**src/rtl/cpu_pkg.sv**
```systemverilog
// Shared definitions for the 8-bit accumulator CPU: opcodes, FSM state
// encoding, ALU operation select and the memory-map boundaries.
package cpu_pkg;

    localparam logic [7:0] LDA_IMM = 8'h86;
    localparam logic [7:0] LDA_DIR = 8'h87;
    localparam logic [7:0] LDB_IMM = 8'h88;
    localparam logic [7:0] LDB_DIR = 8'h89;
    localparam logic [7:0] STA_DIR = 8'h96;
    localparam logic [7:0] STB_DIR = 8'h97;
    localparam logic [7:0] ADD_AB  = 8'h42;
    localparam logic [7:0] SUB_AB  = 8'h43;
    localparam logic [7:0] BRA     = 8'h20;
    localparam logic [7:0] BEQ     = 8'h23;

    localparam logic [7:0] ROM_END  = 8'd127;
    localparam logic [7:0] RW_BASE  = 8'd128;
    localparam logic [7:0] RW_END   = 8'd223;
    localparam logic [7:0] OUT_BASE = 8'd224;
    localparam logic [7:0] IN_BASE  = 8'd240;

    // Flag positions inside the {N,Z,V,C} condition-code register
    localparam int CCR_N = 3;
    localparam int CCR_Z = 2;
    localparam int CCR_V = 1;
    localparam int CCR_C = 0;

    typedef enum logic [4:0] {
        S_FETCH_0,
        S_FETCH_1,
        S_FETCH_2,
        S_DECODE,
        S_OPND_4,
        S_OPND_5,
        S_LDA_IMM_6,
        S_LDB_IMM_6,
        S_LDA_DIR_6,
        S_LDA_DIR_7,
        S_LDA_DIR_8,
        S_LDB_DIR_6,
        S_LDB_DIR_7,
        S_LDB_DIR_8,
        S_STA_6,
        S_STA_7,
        S_STB_6,
        S_STB_7,
        S_ADD_4,
        S_SUB_4,
        S_BRA_4,
        S_BRA_5,
        S_BRA_6,
        S_BEQ_4
    } state_t;

    typedef enum logic {
        ALU_ADD = 1'b0,
        ALU_SUB = 1'b1
    } alu_op_t;

    // Loads and stores all begin with the same two-cycle operand fetch
    function automatic logic has_operand(input logic [7:0] op);
        return (op == LDA_IMM) || (op == LDB_IMM) || (op == LDA_DIR) ||
               (op == LDB_DIR) || (op == STA_DIR) || (op == STB_DIR);
    endfunction

endpackage

```
**src/rtl/cpu_alu.sv**
```systemverilog
// Combinational 8-bit add/subtract unit producing the result and {N,Z,V,C}.
module cpu_alu
    import cpu_pkg::*;
(
    input  logic [7:0] i_a,
    input  logic [7:0] i_b,
    input  alu_op_t    i_op,
    output logic [7:0] o_result,
    output logic [3:0] o_nzvc
);

    logic [8:0] w_wide;
    logic       w_v;

    always_comb begin
        w_wide = 9'd0;
        w_v    = 1'b0;
        // The ninth bit is the carry for addition and the borrow for subtraction
        if (i_op == ALU_SUB) begin
            w_wide = {1'b0, i_a} - {1'b0, i_b};
            w_v    = (i_a[7] != i_b[7]) && (w_wide[7] != i_a[7]);
        end else begin
            w_wide = {1'b0, i_a} + {1'b0, i_b};
            w_v    = (i_a[7] == i_b[7]) && (w_wide[7] != i_a[7]);
        end
        o_result = w_wide[7:0];
        o_nzvc   = {w_wide[7], (w_wide[7:0] == 8'd0), w_v, w_wide[8]};
    end

endmodule

```
**src/rtl/cpu_8bit_core.sv**
```systemverilog
// 8-bit accumulator CPU: control FSM plus PC/MAR/IR/A/B/CCR datapath,
// mastering a bus whose memories all have one cycle of registered read latency.
module cpu_8bit_core
    import cpu_pkg::*;
#(
    parameter logic [7:0] RESET_PC = 8'h00
) (
    input  logic       clk,
    input  logic       reset,
    output logic [7:0] address,
    output logic       write,
    output logic [7:0] to_memory,
    input  logic [7:0] from_memory,
    output logic [7:0] pc_out,
    output logic [7:0] ir_out,
    output logic [7:0] a_out,
    output logic [7:0] b_out,
    output logic [3:0] ccr_out
);

    state_t     r_state;
    logic [7:0] r_pc;
    logic [7:0] r_mar;
    logic [7:0] r_ir;
    logic [7:0] r_a;
    logic [7:0] r_b;
    logic [3:0] r_ccr;

    alu_op_t    w_alu_op;
    logic [7:0] w_alu_result;
    logic [3:0] w_alu_nzvc;

    assign w_alu_op = (r_state == S_SUB_4) ? ALU_SUB : ALU_ADD;

    cpu_alu u_alu (
        .i_a      (r_a),
        .i_b      (r_b),
        .i_op     (w_alu_op),
        .o_result (w_alu_result),
        .o_nzvc   (w_alu_nzvc)
    );

    assign address   = r_mar;
    assign write     = (r_state == S_STA_7) || (r_state == S_STB_7);
    assign to_memory = ((r_state == S_STB_6) || (r_state == S_STB_7)) ? r_b : r_a;
    assign pc_out    = r_pc;
    assign ir_out    = r_ir;
    assign a_out     = r_a;
    assign b_out     = r_b;
    assign ccr_out   = r_ccr;

    always_ff @(posedge clk or posedge reset) begin
        if (reset) begin
            r_state <= S_FETCH_0;
            r_pc    <= RESET_PC;
            r_mar   <= 8'd0;
            r_ir    <= 8'd0;
            r_a     <= 8'd0;
            r_b     <= 8'd0;
            r_ccr   <= 4'd0;
        end else begin
            case (r_state)
                S_FETCH_0: begin
                    r_mar   <= r_pc;
                    r_state <= S_FETCH_1;
                end
                S_FETCH_1: begin
                    r_pc    <= r_pc + 8'd1;
                    r_state <= S_FETCH_2;
                end
                S_FETCH_2: begin
                    r_ir    <= from_memory;
                    r_state <= S_DECODE;
                end
                S_DECODE: begin
                    if (has_operand(r_ir)) begin
                        r_state <= S_OPND_4;
                    end else begin
                        case (r_ir)
                            ADD_AB:  r_state <= S_ADD_4;
                            SUB_AB:  r_state <= S_SUB_4;
                            BRA:     r_state <= S_BRA_4;
                            BEQ:     r_state <= r_ccr[CCR_Z] ? S_BRA_4 : S_BEQ_4;
                            default: r_state <= S_FETCH_0;
                        endcase
                    end
                end
                S_OPND_4: begin
                    r_mar   <= r_pc;
                    r_state <= S_OPND_5;
                end
                S_OPND_5: begin
                    r_pc <= r_pc + 8'd1;
                    case (r_ir)
                        LDA_IMM: r_state <= S_LDA_IMM_6;
                        LDB_IMM: r_state <= S_LDB_IMM_6;
                        LDA_DIR: r_state <= S_LDA_DIR_6;
                        LDB_DIR: r_state <= S_LDB_DIR_6;
                        STA_DIR: r_state <= S_STA_6;
                        STB_DIR: r_state <= S_STB_6;
                        default: r_state <= S_FETCH_0;
                    endcase
                end
                S_LDA_IMM_6: begin
                    r_a     <= from_memory;
                    r_state <= S_FETCH_0;
                end
                S_LDB_IMM_6: begin
                    r_b     <= from_memory;
                    r_state <= S_FETCH_0;
                end
                // Direct modes reuse MAR for the effective address, then wait out the read
                S_LDA_DIR_6: begin
                    r_mar   <= from_memory;
                    r_state <= S_LDA_DIR_7;
                end
                S_LDA_DIR_7: r_state <= S_LDA_DIR_8;
                S_LDA_DIR_8: begin
                    r_a     <= from_memory;
                    r_state <= S_FETCH_0;
                end
                S_LDB_DIR_6: begin
                    r_mar   <= from_memory;
                    r_state <= S_LDB_DIR_7;
                end
                S_LDB_DIR_7: r_state <= S_LDB_DIR_8;
                S_LDB_DIR_8: begin
                    r_b     <= from_memory;
                    r_state <= S_FETCH_0;
                end
                S_STA_6: begin
                    r_mar   <= from_memory;
                    r_state <= S_STA_7;
                end
                S_STA_7: r_state <= S_FETCH_0;
                S_STB_6: begin
                    r_mar   <= from_memory;
                    r_state <= S_STB_7;
                end
                S_STB_7: r_state <= S_FETCH_0;
                S_ADD_4, S_SUB_4: begin
                    r_a     <= w_alu_result;
                    r_ccr   <= w_alu_nzvc;
                    r_state <= S_FETCH_0;
                end
                S_BRA_4: begin
                    r_mar   <= r_pc;
                    r_state <= S_BRA_5;
                end
                S_BRA_5: r_state <= S_BRA_6;
                S_BRA_6: begin
                    r_pc    <= from_memory;
                    r_state <= S_FETCH_0;
                end
                S_BEQ_4: begin
                    r_pc    <= r_pc + 8'd1;
                    r_state <= S_FETCH_0;
                end
                default: r_state <= S_FETCH_0;
            endcase
        end
    end

endmodule

```
**config.mk**
```make
export PLATFORM = sky130hd
export DESIGN_NAME = cpu_8bit_core
export DESIGN_NICKNAME = d
export VERILOG_FILES = /design/src/rtl/cpu_pkg.sv /design/src/rtl/cpu_alu.sv /design/src/rtl/cpu_8bit_core.sv
export SDC_FILE = /design/constraint.sdc
export NUM_CORES = 1
export LEC_CHECK = 0
export ABC_CLOCK_PERIOD_IN_PS = 2400
export CORE_ASPECT_RATIO = 0.5
export CORE_MARGIN = 1
export CORE_UTILIZATION = 40
export DETAILED_ROUTE_END_ITERATION = 10
export PLACE_DENSITY = 0.63
export SETUP_SLACK_MARGIN = 0.5
export SLEW_MARGIN = 5
export SYNTH_ARGS = -nofsm -noshare
export SYNTH_HDL_FRONTEND = slang
export SYNTH_SLANG_ARGS = --single-unit
```
**constraint.sdc**
```tcl
create_clock -name clk -period 2.4 [get_ports clk]
set_input_delay 0.36 -clock clk [delete_from_list [all_inputs] [get_ports clk]]
set_output_delay 0.36 -clock clk [all_outputs]
set_load 0.01 [all_outputs]
```
Yosys cells after proc, flatten, opt, wreduce, memory -nomap -nowiden. Index checks and enable logic that the tools add are counted.

Register bits after elaboration: 49. Input port bits: 10. Output and inout bits: 53. Word-level logic and storage cells: 79.

Add/subtract/negate cells: 3. Equal/unequal tests: 37. Muxes and demuxes: 12. Reduce and logical (&&, ||, !) cells: 20.

Operators with widths (number): $pmux W5 S14 (1); $eq A8 B8 Y1 const B (6); $pmux W8 S2 (3); $eq A5 B4 Y1 const B (8); $eq A5 B5 Y1 const B (8); $pmux W5 S6 (1); $eq A5 B3 Y1 const B (4); $pmux W5 S4 (1); $eq A8 B6 Y1 const B (2); $eq A8 B7 Y1 const B (2); $eq A5 B2 Y1 const B (2); $add A8 B8 Y9 (1); $mux W9 (1); $sub A8 B8 Y9 (1); $add A8 B1 Y8 const B (1); $logic_not A8 Y1 (1); $mux W8 (1); $logic_or A1 B1 Y1 (7); $reduce_bool A2 Y1 (3); $reduce_or A2 Y1 (3); $reduce_or A3 Y1 (2); $eq A5 B1 Y1 const B (1); $logic_not A5 Y1 (1); $mux W5 (1); other kinds (6) (10).

Logic depth before layout (Yosys ltp).
Depth after elaboration: 8. Gate-level depth with buffers: 11. Depth with buffers taken out: 11.

Modules after synthesis. Synthesis repeated with hierarchy kept, for this count alone.

Cell total of the unflattened synthesis: 371. Area, all modules: 3538.4 sq um.

Modules (own cells, without submodules): cpu_8bit_core (times used 1, cells each 268, area an instance 2762.6 sq um, sequential area each 1226.2 sq um); cpu_alu (times used 1, cells each 103, area an instance 775.7 sq um, sequential area each 0.0 sq um).

Worst setup path before layout. No wires, ideal clock.

Kind: reg2reg. Start: reg r_b[1] (netlist: b_out[1]). End: reg r_ccr[2] (netlist: ccr_out[2]). Setup time: 0.121 ns. Arrival: 2.155 ns. Required time: 2.279 ns. Slack: 0.124 ns. Cell stages (with the launch flop): 9. Path buffers: 0. Period minus slack after synthesis: 2.276 ns. Cells stage by stage: dfrtp_1 inv_1 ha_1 nand2b_1 a221o_1 a311oi_1 mux2i_1 xnor2_1 a32o_2.

Word-level cells in the longest chain between the ends: 3. Elaborated cells between the ends (all ways): 4. Classes of those cells: 2 x add/sub; 1 x mux; 1 x reduce/logical.

RTL lines: start, declared (RTL line cpu_8bit_core.sv:26) `logic [7:0] r_b;`; start signal, assigned (RTL line cpu_8bit_core.sv:109) `r_b <= from_memory;`; start signal, assigned (RTL line cpu_8bit_core.sv:128) `r_b <= from_memory;`; $add A8 B8 Y9 or $sub A8 B8 Y9 (tied branches) (RTL line cpu_alu.sv:23, cpu_alu.sv:20); $mux W9 * (RTL line cpu_alu.sv:19) `if (i_op == ALU_SUB) begin`; $logic_not A8 Y1 * (RTL line cpu_alu.sv:27) `o_nzvc = {w_wide[7], (w_wide[7:0] == 8'd0), w_v, w_wide[8]};`; end signal, assigned (RTL line cpu_8bit_core.sv:143) `r_ccr <= w_alu_nzvc;`; end, declared (RTL line cpu_8bit_core.sv:27) `logic [3:0] r_ccr;`.

Mark *: on every way between the ends. The rest lies on a longest branch, timed or not. A chain may end at the register's enable or synchronous reset.

Final worst setup path.
Start: reg r_b[0] (netlist: b_out[0]). End: reg r_ccr[2] (netlist: ccr_out[2]).

Same word-level chain as after synthesis.

==> results.toml <==
[pwr]
power.density_nw_per_um2 = 1220
ir_drop_v = 0.000494
p_leak_uw = 0.00203

[synthesis]
synth_edf_count = 0
synthesis.area_um2 = 3280
synth_nets = 397
synthFlopType = "dfrtp_1"
avgSynthCellArea_um2 = 8.90
yosysSeqAreaShare = 0.374
syn_inst = 368
ys_async_sr_fraction = 1.00
ys_warn_count = 0
ys_seq_elements = 49
synth_cell_type_count = 57

[setup_path]
crit_fanout = 5
critPathRequiredTime_ps = 2590
critical_path_buf_inv_count = 1
crit_path_cell_trace = "buf_6 -> ha_4 -> fa_2 -> nand2b_1 -> o221a_4 -> nand2_1 -> o21ai_1 -> xor2_1 -> nor4_2 -> a32o_2"
slowest_stage = "dfrtp_1"
crit_arrival_ps = 2500
end_kind = "flip-flop"
cp-start-kind = "flip-flop"
max_stage_delay_ps = 430
path_class = "reg -> reg"
crit_family = "compound AO/OA/AOI/OAI gates"

[clock_tree]
clockBufferDepth = 2
cts.htree.levels = 2
root_buffer = "clkbuf_16"
cts_tree = "done"
worst_skew_pair.late_latency_ps = 300
clk_pin_slew_ps = 70
hold_buffers = 0
cts.sink_count = 49
cts_buffers = 5

[routing]
vias = 3167
avgRoutedWirePerCell_um = 17.3
drtPass1Iterations = 5
final_antenna_net_count = 0
remaining_drc_errors = 0
wl_um = 9800
drt_first_iter_violations = 222
drt-vias-per-instance = 5.59

[placement]
place_inst = 530
gp_congestion = 0.913
dpl.hpwl_um = 6720
io_buffers = 62
place_area_um2 = 4120
dp_slack_ps = 75.5

[global_routing]
grt_pass1_wl_um = 15000
grt-ovfl-total = 0
grt_max_degree = 27
antenna_found_initial = 0
grt_usage = 0.234
grt_pass1_vias = 2943

[timing]
slew_headroom = 0.607
grt_setup_unrepaired = "yes"
clock_skew_ps = 4.86
post-route-period-util = 0.962
fin_setup_tns_ps = 0
setup_ws_ps = 91.9
whs_ps = 431
report.final.setup_viol = 0
clock.fmax_mhz = 433
finalMaxSlewViolations = 0
period_needed_ps = 2310
hold_viol_final = 0
worstMarginPinSlew_ps = 590

[cells_and_area]
stdcell_count = 567
fin_nets = 487
final_common_cell = "clkdlybuf4s50_1"
fillers = 630
mostFrequentLayoutCells = "clkdlybuf4s50_1 (53), nand2_1 (43), dfrtp_1 (43)"
layout-drive-gt1-share = 0.285
postLayoutCellArea_um2 = 4740
syn2layout_area_growth_pct = 44.8
antenna_cells = 0

[run]
maxCapViolCount = 0

[die]
start_util = 0.430
rows = 22
die_w_um = 130
dieArea_um2 = 8580
die_height_um = 66.0
io_pins = 63
core_um2 = 7620

[status]
status = "complete, no violations"

[min_path]
hp-class = "in -> async"
## stage by stage
| step | power [uW] | util |
|---|---|---|
| floorplan | 3250 | - |
| global placement | 4280 | 0.541 |
| detailed placement | 4350 | 0.541 |
| CTS | 5490 | 0.596 |
| global route | 6180 | 0.622 |
| finish | 5800 | 0.622 |
## repair_timing
action                     CTS  global route
pin swaps                   20            16
buffers inserted            19            10
gates resized for setup     73            33
setup endpoints to repair   31            28
gates cloned                 0             0
## worst paths after layout
| path | cells after the start | to | slack [ps] | start |
|---|---|---|---|---|
| min in group clk | 2 | address[3] | 480 | address[3] |
| worst max-delay path | 10 | ccr_out[2] | 90 | b_out[0] |
| worst min register to register | 2 | address[3] | 480 | address[3] |
| max in group asynchronous | 3 | ir_out[1] | 1420 | reset |
| worst max register to register | 10 | ccr_out[2] | 90 | b_out[0] |
| worst min-delay path | 2 | r_state[2] | 430 | reset |
## per-layer routing
metal  up-vias  global-route usage  wire (um)
met1      1550               0.325       4630
met5         -                   0          0
li1       1497                   -          -
met2       108               0.378       4460
met4         0              0.0581        123
met3        12              0.0429        579
## cells by family (layout without fill, tap and decap cells)
| logic type | Yosys count | count (layout) | synth area share |
|---|---|---|---|
| AOI/OAI and AO/OA | 105 | 105 | 0.204 |
| xor gates and xnor gates | 11 | 11 | 0.0294 |
| adders and majority gates | 19 | 19 | 0.0772 |
| buffers and inverters | 37 | 128 | 0.0462 |
| DFF | 49 | 49 | 0.374 |
| muxes | 27 | 27 | 0.0886 |
| and+or+nand+nor | 120 | 120 | 0.180 |
## cell usage after synthesis (6+ instances only)
master / n / area, um^2
dfrtp_1: 49 / 1230
nand2_1: 48 / 180
o21ai_0: 43 / 215
nor2_1: 22 / 82.6
inv_1: 19 / 71.3
a21oi_1: 18 / 90.1
ha_1: 17 / 213
mux2_2: 16 / 180
clkbuf_1: 13 / 48.8
mux2i_1: 11 / 110
a22oi_1: 9 / 67.6
nand3_1: 7 / 35.0
xnor2_1: 7 / 61.3
nor2b_1: 6 / 37.5
nor3_1: 6 / 30.0
## power by group
| part | leakage, uW | internal [uW] | switching (uW) | total, uW |
|---|---|---|---|---|
| sequential | 0.000557 | 1130 | 368 | 1490 |
| combinational | 0.00139 | 1810 | 1660 | 3470 |
| clock | 0.0000810 | 495 | 337 | 832 |
## worst register-to-register path, cell delays in order (launching register included)
cell,delay [ps]
dfrtp_1,430
buf_6,140
ha_4,160
fa_2,370
nand2b_1,110
o221a_4,210
nand2_1,50
o21ai_1,90
xor2_1,290
nor4_2,80
a32o_2,260
## state kept, by name, summed over array words and instances (netlist names)
name,cells
pc_out,8
a_out,8
ccr_out,4
ir_out,8
r_state,5
address,8
b_out,8
## layout make-up
type | instances | area, um^2 | share of cell area
sequential | 49 | 1230 | 0.260
multi-input combinational | 282 | 2180 | 0.461
timing repair buffer | 101 | 947 | 0.200
clock buffer | 6 | 129 | 0.0272
tap | 108 | 135 | 0.0285
inverter | 19 | 73.8 | 0.0156
clock inverter | 2 | 38.8 | 0.00818
No activity file was read; power rests on OpenSTA's default activity.
